`src/rtl/distram_delay_pkg.sv`:
```
// rtl/distram_delay_pkg.sv - shared state enum, minimum delay and delay clamp
package distram_delay_pkg;

  // FILL: history not yet valid for the current delay; RUN: dat_o valid
  typedef enum logic {
    ST_FILL = 1'b0,
    ST_RUN  = 1'b1
  } state_t;

  // A delay of 1 would need read-during-write of the same address
  localparam int MIN_DELAY = 2;

  function automatic int clamp_delay(input int req, input int depth);
    if (req < MIN_DELAY) return MIN_DELAY;
    if (req > depth)     return depth;
    return req;
  endfunction

endpackage

```
`src/rtl/distram_sdp_ram.sv`:
```
// rtl/distram_sdp_ram.sv - simple dual-port distributed RAM, sync write, async read
// Ports:
//   i_clk     : write clock
//   i_we      : write enable
//   i_wraddr  : write address
//   i_wdata   : write data
//   i_rdaddr  : asynchronous read address
//   o_rdata   : read data (combinational from i_rdaddr)
module distram_sdp_ram #(
  parameter int WIDTH    = 14,
  parameter int ADDRBITS = 5
) (
  input  logic                i_clk,
  input  logic                i_we,
  input  logic [ADDRBITS-1:0] i_wraddr,
  input  logic [WIDTH-1:0]    i_wdata,
  input  logic [ADDRBITS-1:0] i_rdaddr,
  output logic [WIDTH-1:0]    o_rdata
);

  localparam int DEPTH = 2 ** ADDRBITS;

  logic [WIDTH-1:0] r_mem [0:DEPTH-1];

  always_ff @(posedge i_clk) begin
    if (i_we) begin
      r_mem[i_wraddr] <= i_wdata;
    end
  end

  assign o_rdata = r_mem[i_rdaddr];

endmodule

```
`src/rtl/distram_var_delay.sv`:
```
// rtl/distram_var_delay.sv - variable-latency sample delay line on distributed RAM
// Ports:
//   clk_i        : clock, rising edge
//   rstn_i       : synchronous active-low reset
//   dat_i        : NSAMP lanes of NBITS samples, written every clock
//   dat_o        : registered delayed samples, zero while not valid
//   dat_valid_o  : dat_o carries samples delayed by delay_o
//   delay_i      : requested total latency in clocks
//   delay_wr_i   : one-cycle strobe loading delay_i
//   delay_o      : applied latency after clamping to [2, DEPTH]
module distram_var_delay
  import distram_delay_pkg::*;
#(
  parameter int NSAMP         = 1,
  parameter int NBITS         = 14,
  parameter int ADDRBITS      = 5,
  parameter int DEFAULT_DELAY = 6
) (
  input  logic                      clk_i,
  input  logic                      rstn_i,
  input  logic [NBITS*NSAMP-1:0]    dat_i,
  output logic [NBITS*NSAMP-1:0]    dat_o,
  output logic                      dat_valid_o,
  input  logic [ADDRBITS:0]         delay_i,
  input  logic                      delay_wr_i,
  output logic [ADDRBITS:0]         delay_o
);

  localparam int DEPTH = 2 ** ADDRBITS;
  localparam int DW    = ADDRBITS + 1;
  localparam int NW    = NBITS * NSAMP;

  localparam logic [DW-1:0]       ONE       = DW'(1);
  localparam logic [ADDRBITS-1:0] A_ONE     = ADDRBITS'(1);
  localparam logic [DW-1:0]       RST_DELAY = DW'(clamp_delay(DEFAULT_DELAY, DEPTH));
  // Low ADDRBITS of DEPTH are zero, so "D-1" wraps to DEPTH-1 as required
  localparam logic [ADDRBITS-1:0] RST_WA    = RST_DELAY[ADDRBITS-1:0] - A_ONE;

  state_t              r_state;
  state_t              w_state_nxt;
  logic                w_valid_nxt;
  logic [DW-1:0]       r_delay;
  logic [DW-1:0]       r_cnt;
  logic [ADDRBITS-1:0] r_rdaddr;
  logic [ADDRBITS-1:0] r_wraddr;
  logic [NW-1:0]       r_dat;
  logic                r_valid;
  logic [NW-1:0]       w_rd_dat;
  logic [DW-1:0]       w_delay_ld;
  logic [ADDRBITS-1:0] w_wa_ld;

  assign w_delay_ld = DW'(clamp_delay(int'(delay_i), DEPTH));
  assign w_wa_ld    = w_delay_ld[ADDRBITS-1:0] - A_ONE;

  for (genvar l = 0; l < NSAMP; l++) begin : g_lane
    distram_sdp_ram #(
      .WIDTH    (NBITS),
      .ADDRBITS (ADDRBITS)
    ) u_ram (
      .i_clk    (clk_i),
      .i_we     (1'b1),
      .i_wraddr (r_wraddr),
      .i_wdata  (dat_i[l*NBITS +: NBITS]),
      .i_rdaddr (r_rdaddr),
      .o_rdata  (w_rd_dat[l*NBITS +: NBITS])
    );
  end

  always_ff @(posedge clk_i) begin
    if (!rstn_i) begin
      r_state <= ST_FILL;
    end else begin
      r_state <= w_state_nxt;
    end
  end

  // Fill completes on the edge that is D clocks after the restart edge:
  // the read address then points at the first sample written after restart.
  always_comb begin
    w_state_nxt = r_state;
    w_valid_nxt = 1'b0;
    if (delay_wr_i) begin
      w_state_nxt = ST_FILL;
    end else begin
      case (r_state)
        ST_FILL: if (r_cnt == r_delay - ONE) w_state_nxt = ST_RUN;
        ST_RUN:  w_state_nxt = ST_RUN;
        default: w_state_nxt = ST_FILL;
      endcase
    end
    w_valid_nxt = (w_state_nxt == ST_RUN);
  end

  always_ff @(posedge clk_i) begin
    if (!rstn_i) begin
      r_delay  <= RST_DELAY;
      r_rdaddr <= '0;
      r_wraddr <= RST_WA;
      r_cnt    <= '0;
      r_dat    <= '0;
      r_valid  <= 1'b0;
    end else begin
      r_valid <= w_valid_nxt;
      r_dat   <= w_valid_nxt ? w_rd_dat : '0;
      if (delay_wr_i) begin
        r_delay  <= w_delay_ld;
        r_rdaddr <= '0;
        r_wraddr <= w_wa_ld;
        r_cnt    <= '0;
      end else begin
        r_rdaddr <= r_rdaddr + A_ONE;
        r_wraddr <= r_wraddr + A_ONE;
        if (r_state == ST_FILL) begin
          r_cnt <= r_cnt + ONE;
        end
      end
    end
  end

  assign dat_o       = r_dat;
  assign dat_valid_o = r_valid;
  assign delay_o     = r_delay;

endmodule

```
`config.mk`:
```
export PLATFORM = sky130hd
export DESIGN_NAME = distram_var_delay
export DESIGN_NICKNAME = d
export VERILOG_FILES = /design/src/rtl/distram_delay_pkg.sv /design/src/rtl/distram_sdp_ram.sv /design/src/rtl/distram_var_delay.sv
export SDC_FILE = /design/constraint.sdc
export NUM_CORES = 1
export LEC_CHECK = 0
export BUFFER_PORTS_ARGS = -buffer_cell sky130_fd_sc_hd__buf_2
export CORE_ASPECT_RATIO = 0.8
export CORE_MARGIN = 2
export CORE_UTILIZATION = 40
export CTS_BUF_LIST = sky130_fd_sc_hd__clkbuf_4
export DETAILED_ROUTE_END_ITERATION = 7
export HOLD_SLACK_MARGIN = 0.15
export PLACE_DENSITY = 0.54
export SETUP_SLACK_MARGIN = 0.3
export SYNTH_ARGS = -nofsm -noshare
export SYNTH_HDL_FRONTEND = slang
export SYNTH_SLANG_ARGS = --single-unit
```
`constraint.sdc`:
```
create_clock -name clk_i -period 2.85 [get_ports clk_i]
set_input_delay 0.1425 -clock clk_i [delete_from_list [all_inputs] [get_ports clk_i]]
set_output_delay 0.1425 -clock clk_i [all_outputs]
set_load 0.005 [all_outputs]
```
* After elaboration in Yosys (flattened, before gate mapping) *
Memories as Yosys holds them, arrays and structs flattened. A register that Yosys moved wholly into a read port is not among the register bits.
Index checks and enable logic that the tools add are counted.

word-level totals
  memory bits (writable) = 448
  output and inout bits = 21
  input bits = 23
  register bits after elaboration = 23
  memories = 1
  logic and storage cells = 30

memory list
  name                   words  width  read ports  clocked after Yosys merged registers in  wr ports  line                   source
  g_lane[0].u_ram.r_mem  32     14     1           1                                        1         distram_sdp_ram.sv:23  logic [WIDTH-1:0] r_mem [0:DEPTH-1];

operators by class
  multiplexer cells = 11
  add/subtract/negate cells = 5
  equality and inequality tests = 1
  bitwise operators = 2
  order comparisons = 2
  reductions and logical operators = 3

operators by type and width
  operator                                             number
  2-to-1 mux 6 bit                                     3
  adder 5 x 1 -> 5 bit (second input constant)         2
  adder 6 x 1 -> 6 bit (second input constant)         1
  equality test 6 bit                                  1
  > comparator 6 bit (second input constant)           1
  < comparator 6 x 2 -> 1 bit (second input constant)  1
  subtractor 6 x 1 -> 6 bit (second input constant)    1
  2-to-1 mux 1 bit                                     5
  2-to-1 mux 5 bit                                     1
  subtractor 5 x 1 -> 5 bit (second input constant)    1
  2-to-1 mux 2 bit                                     1
  NOT 1 bit                                            2
  case mux 1 bit (2 select lines)                      1
  AND reduction 2 bit                                  1
  OR reduction 2 bit                                   1
  zero test 1 bit                                      1

* Depth between registers and ports, before layout *
Gate-level depths: netlist of the first run.

  depth in word-level cells = 7
  depth in mapped cells = 8
  mapped depth without buffers = 8

* Modules after synthesis *
From an unflattened synthesis of the first run, not the netlist that was laid out.

second synthesis, totals
  cell total of the unflattened synthesis = 1,167
  area, all modules = 19,348.6 sq um

by module, submodules not included
  module             cells each  seq. area each (sq um)  instances  area each (sq um)
  distram_sdp_ram    992         13,452.9                1          17,730.8
  distram_var_delay  175         740.7                   1          1,617.8

* Worst setup path before layout of the first run *
OpenSTA, ideal clock, no wires.

  path kind = reg2reg
  from = reg r_delay[0] (netlist: delay_o[0])
  to = reg r_dat[0] (netlist: dat_o[0]), read port of g_lane[0].u_ram.r_mem
  stages on the path, launching flop included = 9
  setup slack = 819 ps
  data arrival time = 1,944 ps
  library setup time = 87 ps
  required time = 2,763 ps
  clock period less this slack = 2,031 ps
  path buffers = 1
  path through = dfxtp_1 > inv_1 > ha_1 > xnor2_1 > a2111oi_2 > nand2_1 > o32ai_4 > buf_6 > nor4b_4

between the ends
  word-level cells in the longest chain between the ends = 7

RTL lines
  item                                  line                      source
  from (decl)                           distram_var_delay.sv:42   logic [DW-1:0] r_delay;
  from (signal assigned)                distram_var_delay.sv:106  r_delay <= w_delay_ld;
  subtractor 6 x 1 -> 6 bit             distram_var_delay.sv:86   ST_FILL: if (r_cnt == r_delay - ONE) w_state_nxt = ST_RUN;
  equality test 6 bit                   distram_var_delay.sv:86
  2-to-1 mux 1 bit                      distram_var_delay.sv:86
  case mux 1 bit (2 select lines)       distram_var_delay.sv:85   case (r_state)
  2-to-1 mux 1 bit                      distram_var_delay.sv:82   if (delay_wr_i) begin
  AND reduction 2 bit (no source line)  --
  zero test 1 bit (no source line)      --
  to (decl)                             distram_var_delay.sv:46   logic [NW-1:0] r_dat;

No other way between the ends.
A chain may end at the register's enable or synchronous reset.

==> results.cfg, run 1 <==
[setup_path]
crit_fanout = 21
rr_startpoint = r_rdaddr[0]$_SDFF_PP0_
start_kind = register
arrival_ns = 3.22
cp_num_buf_inv = 1
max_stage_delay_ns = 0.76
cp.required_ns = 3.58
worst_setup_path_end_kind = register
critical_path_class = reg2reg
setup.worst_path.start = r_rdaddr[0]$_SDFF_PP0_
cp_top_family = compound AO/OA/AOI/OAI gates
cp_cell_sequence = buf_12 > mux2i_1 > a22o_1 > a221oi_1 > o22ai_1 > nor4b_4
slowest_stage = a221oi_1

[drt]
wl_um = 46600
vias = 10550
firstDrtPassIters = 8
vias_per_cell = 5.273
ant_nets = 0
drt_iter0_markers = 883
wl_per_cell_um = 23.29
drc = 3

[place]
place_congestion = 0.7555
post-dp-hpwl_um = 27470
port-buffer-count = 43

[sta]
worst_pin_slew_ns = 0.9553
tns_ns = 0
slew_headroom_pct = 36.32
period_minus_slack_ns = 2.483
setup_viol = 0
skew_ns = 0.04632
slew_violations = 0
hold_viol = 0
rsz0062_at_grt = false
fmax_mhz = 402.8
fin_crit_sh_pct = 87.11
holdWs_ns = 0.2816

[logic_synthesis]
synth_top_family_by_area = multiplexers
avgSynthCellArea_um2 = 17.36
yosys_warnings = 0
ys_types = 46
yosys.area_share.simple_pct = 4.036
synthAdderAreaFrac_pct = 0.5224
synth_xor_xnor_area_share_pct = 0.8228
synth_edf_count = 448
synthMuxAreaShare_pct = 11.97
synth_compound_area_share_pct = 6.732
postSynth.asyncResetShare_pct = 0
synthFlopType = edfxtp_1
synth_nets = 1135
synth-seq-cells = 485
ys_seq_area_share_pct = 74.08
syn_inst = 1104
syn_area_mm2 = 0.01916

[layout]
nNetsFinal = 1317
fill_cells = 4094
final_cell_mix = edfxtp_1, mux2i_1, clkbuf_4, a22oi_1, nor2_1
drive_above_1_share_pct = 22.75
syn_to_final_growth_pct = 16.43
layout_commonest_cell = edfxtp_1
fin_util_pct = 47.29

[global_route]
grt_use_total_pct = 18.94
grt_pass1_vias = 10470
overflow = 0
grt_start_max_net_pins = 69
grt_pass1_wl_um = 68470
grt_antenna_before_repair = 2

[die]
core_mm2 = 0.04717
ioPinCount = 44
die_h_um = 199.8
start_util_pct = 40.62
rows = 71
chipWidth_um = 248.7
design.die.area_mm2 = 0.04968

[run]
drv_cap = 0

[clock_tree]
cts_buffers = 116
worstSkewPairLatency_ns = 0.84
clkTransAtPathRegs_ns = 0.07
cts.sinks = 485
h-tree-depth = 3
cts_tree = done
clk_path_buf_depth = 3
cts_root_buffer = clkbuf_4

[power_and_ir_drop]
p_per_area_mw_per_mm2 = 660.6
cellLeakagePower_nw = 7.209
irDropWorstVdd_mv = 0.3083

[status]
violations = design-rule violations
status = finished, violations left

[worst_hold_path]
hp-class = in2reg
hp-start = delay_i[5]
-- where the power goes --
| group | switching (mW) | internal (mW) | total [mW] |
|---|---|---|---|
| Sequential | 0.0560 | 7.93 | 7.99 |
| Clock | 2.71 | 3.29 | 6.00 |
| Combinational | 0.491 | 0.257 | 0.749 |
| Total | 3.26 | 11.5 | 14.7 |
-- tightest hold or removal path, cell delays in order --
cell	delay [ns]
dlygate4sd3_1	0.51
buf_2	0.14
nor2b_1	0.07
nand2_1	0.07
a31oi_1	0.09
-- area by class of cell --
type	instances	area, um^2	share of cell area, %
sequential	485	14200	63.66
multi-input combinational	546	4664	20.91
clock buffer	186	1396	6.259
timing repair buffer	127	1027	4.605
tap	620	775.7	3.477
clock inverter	26	203.9	0.9142
inverter	10	37.54	0.1683
antenna	1	2.502	0.01122
-- metal layers --
layer | vias up | global-route usage, % | wire length [um]
met2 | 300 | 29.13 | 21180
met1 | 5348 | 26.70 | 21810
met5 | - | 0 | 0
li1 | 4847 | - | -
met4 | 0 | 5.185 | 684
met3 | 57 | 5.070 | 2920
-- Yosys cell counts, drive strengths merged, types with 2 or more instances --
library cell  instances  area, um^2
mux2i               228        2282
and2                  2       12.51
a22o                 28       245.2
nand2                23       86.33
clkbuf               24       90.09
or4                   2       15.01
buf                  36       198.9
nand2b                7       43.79
inv                  10       37.54
a21oi                29       145.1
a22oi                56       420.4
xor2                  7       61.31
nor2                 48       180.2
a221oi               28       245.2
a31oi                 2       12.51
nor4b                14       289.0
a21boi                2       15.02
dfxtp                37       740.7
nor2b                 9       56.30
or2                   2       12.52
edfxtp              448       13450
xnor2                11       96.34
o211a                 2       20.02
nand3                 5       25.02
nor3                  4       20.02
ha                    8       100.1
o22ai                14       87.58
o21ai                 5       25.02
dlygate4sd1           3       26.28
-- stage by stage --
step	cells	instance area, um^2	power, mW	worst slack, ns
floorplan	1104	19160	8.523	0.8195
global placement	1755	20330	8.844	0.2584
detailed placement	1755	20330	8.860	0.2182
CTS	2001	22290	14.93	0.3075
global route	2001	22310	15.34	0.2995
finish	2001	22310	14.74	0.3674
-- cell families (layout without fill, tap and decap cells) --
group | after synthesis | count (layout)
flops | 485 | 485
mux | 229 | 229
compound gates | 171 | 171
simple gates | 120 | 120
buf+inv | 73 | 349
xor+xnor | 18 | 18
fa+ha+maj | 8 | 8
other cells | 0 | 1
-- state kept, by name, summed over array words and instances, names as in the netlist --
register and cells:
g_lane.u_ram.r_mem 448, dat_o 14, delay_o 6, r_cnt 6, r_rdaddr 5, r_wraddr 5, dat_valid_o 1
-- worst paths after layout --
kind | end | slack (ns) | cells after the start
setup / recovery | dat_o[5]$_SDFF_PN0_ | 0.37 | 6
hold / removal | r_wraddr[4]$_SDFF_PN0_ | 0.28 | 5
setup reg to reg | dat_o[5]$_SDFF_PN0_ | 0.37 | 6
hold reg to reg | r_cnt[0]$_SDFFE_PP0N_ | 0.53 | 2
-- repair_timing --
| item | CTS | global route |
|---|---|---|
| hold buffers | 34 | 0 |
| setup endpoints to repair | 2 | 5 |
| hold endpoints to repair | 470 | 0 |
| buffers inserted | 0 | 0 |
| gates resized for setup | 2 | 6 |
No activity file was read; power rests on OpenSTA's default activity.
==> run 2: changes to the inputs <==
GPL_TIMING_DRIVEN = 0   (was unset)
==> run 2 against run 1 <==
Against the previous run: non-clock buffer count rose by 22; the run still ends with design-rule violations left; combinational power up 8.3%; highest routed layer unchanged; register-to-register slack about the same; largest power group unchanged.
==> results.cfg, run 2 (synthesis results as in run 1) <==
[status]
status = finished, violations left
violations = design-rule violations

[sta]
skew_ns = 0.04988
worst_pin_slew_ns = 1.392
hold_viol = 0
fin_crit_sh_pct = 87.38
tns_ns = 0
period_minus_slack_ns = 2.490
rsz0062_at_grt = true
fmax_mhz = 401.5
slew_headroom_pct = 6.832
setup_viol = 0
slew_violations = 0

[power_and_ir_drop]
report.power.total_mw = 14.58
irDropWorstVdd_mv = 0.3035
p_per_area_mw_per_mm2 = 648.2
cellLeakagePower_nw = 7.245

[layout]
regMostFlops = g_lane.u_ram.r_mem
stdcell_count = 2020
regArea_mm2 = 0.01420
drive_above_1_share_pct = 25.00
finalInstanceArea_mm2 = 0.02250
layout_commonest_cell = edfxtp_1
largest_reg_flops = 448
final_cell_mix = edfxtp_1, mux2i_1, clkbuf_4, buf_2, a22oi_1
syn_to_final_growth_pct = 17.41
fill_cells = 4000
fin_util_pct = 47.69
nNetsFinal = 1340
multiInputGateArea_mm2 = 0.004915

[setup_path]
critical_path_class = reg2reg
cp.required_ns = 3.54
r2r_slack_ns = 0.36
crit_fanout = 10
rr_startpoint = r_rdaddr[0]$_SDFF_PP0_
arrival_ns = 3.18
setup.worst_path.start = r_rdaddr[0]$_SDFF_PP0_
start_kind = register
rr_worst_depth = 7
timing.rr.end = dat_o[4]$_SDFF_PN0_
worst_setup_path_end_kind = register

[global_route]
grt_pass1_wl_um = 69330
grt_start_max_net_pins = 33
overflow = 0
grt_pass1_vias = 10400
grt_antenna_before_repair = 2
grt_use_total_pct = 19.56

[clock_tree]
clk_path_buf_depth = 3
h-tree-depth = 3
worstSkewPairLatency_ns = 0.84
cts_buffers = 117
clkTransAtPathRegs_ns = 0.08
cts_root_buffer = clkbuf_4
cts.sinks = 485
cts_tree = done

[place]
placedInstanceArea_mm2 = 0.02027
place_congestion = 0.8109
port-buffer-count = 42
post-dp-hpwl_um = 30490
dp.cells = 1773

[run]
drv_cap = 0

[worst_hold_path]
hp-class = in2reg
holdPathEnd = r_cnt[0]$_SDFFE_PP0N_
min_path_cells = 4
hp-start = rstn_i

[die]
core_mm2 = 0.04717
design.die.area_mm2 = 0.04968
start_util_pct = 40.62
die_h_um = 199.8
ioPinCount = 44
chipWidth_um = 248.7
rows = 71

[drt]
firstDrtPassIters = 8
wl_um = 48360
vias_per_cell = 5.282
wl_per_cell_um = 23.94
ant_nets = 0
vias = 10670
drc = 9
drt_iter0_markers = 948
## run 2: cell count changes in the layout (fill, tap and decap cells not counted), moves of 8 or more
cell      change
nor2_1       -21
nor2_2       +22
buf_2        +26
a221oi_4      +8
a221oi_1      -9
clkbuf_1     +13
buf_4        -40
clkbuf_2     +10
## run 2: metrics by stage
step	hold WS, ns	worst slack, ns
after global placement	0.4199	0.005347
after global routing	0.2512	0.2539
after detailed placement	0.4269	-0.03941
after floorplan	0.2414	0.8195
final	0.3122	0.3596
after CTS	0.2111	0.3085
## run 2: final cells by class
cell class | instances | share of cell area (%)
Clock buffer | 179 | 5.973
Multi-Input combinational cell | 546 | 21.85
Clock inverter | 27 | 0.8343
Tap cell | 620 | 3.448
Inverter | 10 | 0.1669
Sequential cell | 485 | 63.10
Timing Repair Buffer | 86 | 3.076
Antenna cell | 4 | 0.04449
Buffer | 63 | 1.507
## run 2: worst max-delay path by stage
stage / to / slack (ns) / cells after the start
global placement: dat_o[7]$_SDFF_PN0_ / 0.005 / 8
floorplan: dat_o[0]$_SDFF_PN0_ / 0.82 / 8
finish: dat_o[4]$_SDFF_PN0_ / 0.36 / 7
CTS: dat_o[9]$_SDFF_PN0_ / 0.31 / 6
detailed placement: dat_o[7]$_SDFF_PN0_ / -0.04 / 7
global route: g_lane[0].u_ram.r_mem[19][3]$_DFFE_PP_ / 0.25 / 3
## run 2: worst max-delay path: stages (launching register included)
cell	delay (ns)
dfxtp_1	0.33
buf_2	0.19
buf_2	0.38
mux2i_1	0.13
a22o_1	0.21
a221oi_1	0.50
o22ai_1	0.23
nor4b_4	0.37
## run 2: per-layer routing
metal	share of wire, %	GRT usage (%)	vias up
li1	-	-	4883
met1	49	29.10	5379
met2	43	28.06	350
met3	6.8	5.122	58
met4	1.4	5.948	0
met5	0	0	-
## run 2: power by group
group          total, mW  switching, mW  internal, mW  leakage, nW
Sequential          7.98         0.0485          7.93         4.35
Combinational      0.811          0.551         0.260         1.98
Clock               5.79           2.68          3.11        0.917
## run 2: what timing repair did
action,CTS,global route
hold buffers,33,0
resized for setup,27,26
hold endpoints to repair,478,0
buffers inserted,1,0
pin swaps,1,1
setup endpoints to repair,13,28
==> run 3: changes to the inputs <==
BUFFER_PORTS_ARGS = unset   (was -buffer_cell sky130_fd_sc_hd__buf_2)
DONT_BUFFER_PORTS = 1   (was unset)
PLACE_DENSITY = 0.53   (was 0.54)
==> run 3 against run 2 <==
Against the previous run: the flow still finishes with violations (design-rule violations); via count increased by 0.31%; global-route usage increased by 0.53 points; die area unchanged; worst setup slack got worse by 0.052 ns; first-iteration DRC count increased by 17%; hold slack got worse by 0.088 ns; sequential share of layout area decreased by 0.54 points; clock skew increased by 0.014 ns; sequential cell count unchanged; critical path type unchanged; critical endpoint unchanged.
==> results.cfg, run 3 (synthesis results as in run 1) <==
[place]
post-place-ws_ns = -0.05351
port-buffer-count = 0
post-dp-hpwl_um = 31060
dp.cells = 1731
place_congestion = 0.8281

[sta]
period_minus_slack_ns = 2.542
holdWs_ns = 0.2238
rsz0062_at_grt = true
setup_slack_ns = 0.3080
hold_viol = 0
setup_viol = 0
worst_pin_slew_ns = 1.332
fin_crit_sh_pct = 89.19
tns_ns = 0
slew_violations = 0
fmax_mhz = 393.4
skew_ns = 0.06383
slew_headroom_pct = 10.86

[drt]
wl_per_cell_um = 24.71
vias_per_cell = 5.328
vias = 10700
drt-met1-wl_um = 23380
wl_um = 49640
wl_met3_um = 4096
drc = 1
dr.max_layer_used = met4
ant_nets = 0
firstDrtPassIters = 8
drt_iter0_markers = 1113
dr_wl_met2_um = 21440

[die]
design.die.area_mm2 = 0.04968
chipWidth_um = 248.7
start_util_pct = 40.62
die_h_um = 199.8
core_mm2 = 0.04717
rows = 71
ioPinCount = 44

[power_and_ir_drop]
clkPwrFrac_pct = 40.1
power_switching_mw = 3.357
p_comb_share_pct = 5.8
power_frac_seq_pct = 54.1
power.internal_mw = 11.40
cellLeakagePower_nw = 7.237
irDropWorstVdd_mv = 0.2406
netSwitchingFraction_pct = 22.75
p_per_area_mw_per_mm2 = 650.3

[status]
status = finished, violations left
violations = design-rule violations

[setup_path]
start_kind = register
cp_top_family = buffers and inverters
max_stage_delay_ns = 0.44
rr_worst_depth = 8
worst_setup_path_end_kind = register
crit_fanout = 10
slowest_stage = a22oi_1
critPathMostFrequentCell = buf_2
critical_path_class = reg2reg
cp_cell_sequence = buf_2 > buf_6 > and2_1 > clkbuf_2 > buf_2 > a22oi_1 > a21oi_1 > nor4b_2
rr_startpoint = r_rdaddr[0]$_SDFF_PP0_
arrival_ns = 3.27
crit_cells = 8
setup.worst_path.start = r_rdaddr[0]$_SDFF_PP0_
cp.required_ns = 3.58
cp_num_buf_inv = 4

[clock_tree]
cts_root_buffer = clkbuf_4
cts_tree = done
worstSkewPairLatency_ns = 0.88
cts.sinks = 485
clk_path_buf_depth = 3
h-tree-depth = 3
cts_buffers = 119
clkTransAtPathRegs_ns = 0.06

[layout]
largest_reg_flops = 448
nNetsFinal = 1324
regMostFlops = g_lane.u_ram.r_mem
stdcell_count = 2009
layout_commonest_cell = edfxtp_1
syn_to_final_growth_pct = 18.42
final_cell_mix = edfxtp_1, mux2i_1, clkbuf_4, a22oi_1, dlygate4sd3_1
drive_above_1_share_pct = 24.17

[worst_hold_path]
hp-start = dat_i[4]
min_path_cells = 2
hp-class = in2reg

[global_route]
grt_use_total_pct = 20.09
overflow = 0
grt_pass1_vias = 10450
grt_pass1_wl_um = 70800
grt_antenna_before_repair = 3
grt_start_max_net_pins = 33

[run]
drv_cap = 0
-- run 3: cell count changes in the layout (fill, tap and decap cells not counted), sizes merged, moves of 2 or more --
cell / delta
clkinvlp: +2
clkinv: -2
inv: -2
buf: -27
clkbuf: +9
dlygate4sd3: +11
-- run 3: per-layer routing --
layer  vias to the layer above  track usage [%]
li1                       4846                -
met5                         -                0
met3                        65            7.313
met4                         0            5.724
met2                       388            29.30
met1                      5404            28.27
-- run 3: worst reg2reg max path, cell delays in order (launching register included) --
cell and delay, ns:
dfxtp_1 0.31, buf_2 0.16, buf_6 0.17, and2_1 0.19, clkbuf_2 0.24, buf_2 0.30
a22oi_1 0.45, a21oi_1 0.22, nor4b_2 0.37
-- run 3: path summary, 6_finish.rpt --
check,slack [ns],endpoint
setup / recovery,0.31,dat_o[4]$_SDFF_PN0_
hold / removal,0.22,g_lane[0].u_ram.r_mem[26][4]$_DFFE_PP_
setup reg to reg,0.31,dat_o[4]$_SDFF_PN0_
hold reg to reg,0.52,r_cnt[0]$_SDFFE_PP0N_
-- run 3: power by group through the flow --
stage	Sequential, mW	Clock, mW	Combinational [mW]
after floorplan	8.12	0	0.400
after global placement	8.14	0	0.581
after detailed placement	8.14	0	0.597
after CTS	7.98	6.05	0.840
after global routing	7.99	6.40	0.913
final	7.98	5.92	0.857
-- run 3: what timing repair did --
item	CTS	global route
hold endpoints to repair	485	0
buffers inserted	1	0
hold buffers	58	0
pin swaps	1	2
gates resized for setup	26	26
endpoints found under the setup margin	14	23
-- run 3: through the flow --
step                      total power [mW]  instance area (um^2)  utilization [%]
after global placement               8.717                 19940            42.26
after floorplan                      8.523                 19160                -
after global routing                 15.30                 22690            48.10
final                                14.76                 22690            48.10
after detailed placement             8.738                 20070            42.55
after CTS                            14.88                 22510            47.72
-- run 3: final cells by class --
cell class / count / area, um^2
Multi-Input combinational cell: 546 / 4898
Timing Repair Buffer: 68 / 860.8
Sequential cell: 485 / 14200
Antenna cell: 3 / 7.507
Tap cell: 620 / 775.7
Clock buffer: 190 / 1426
Buffer: 63 / 335.3
Fill cell: 4090 / 24480
Clock inverter: 24 / 152.6
Inverter: 10 / 37.54
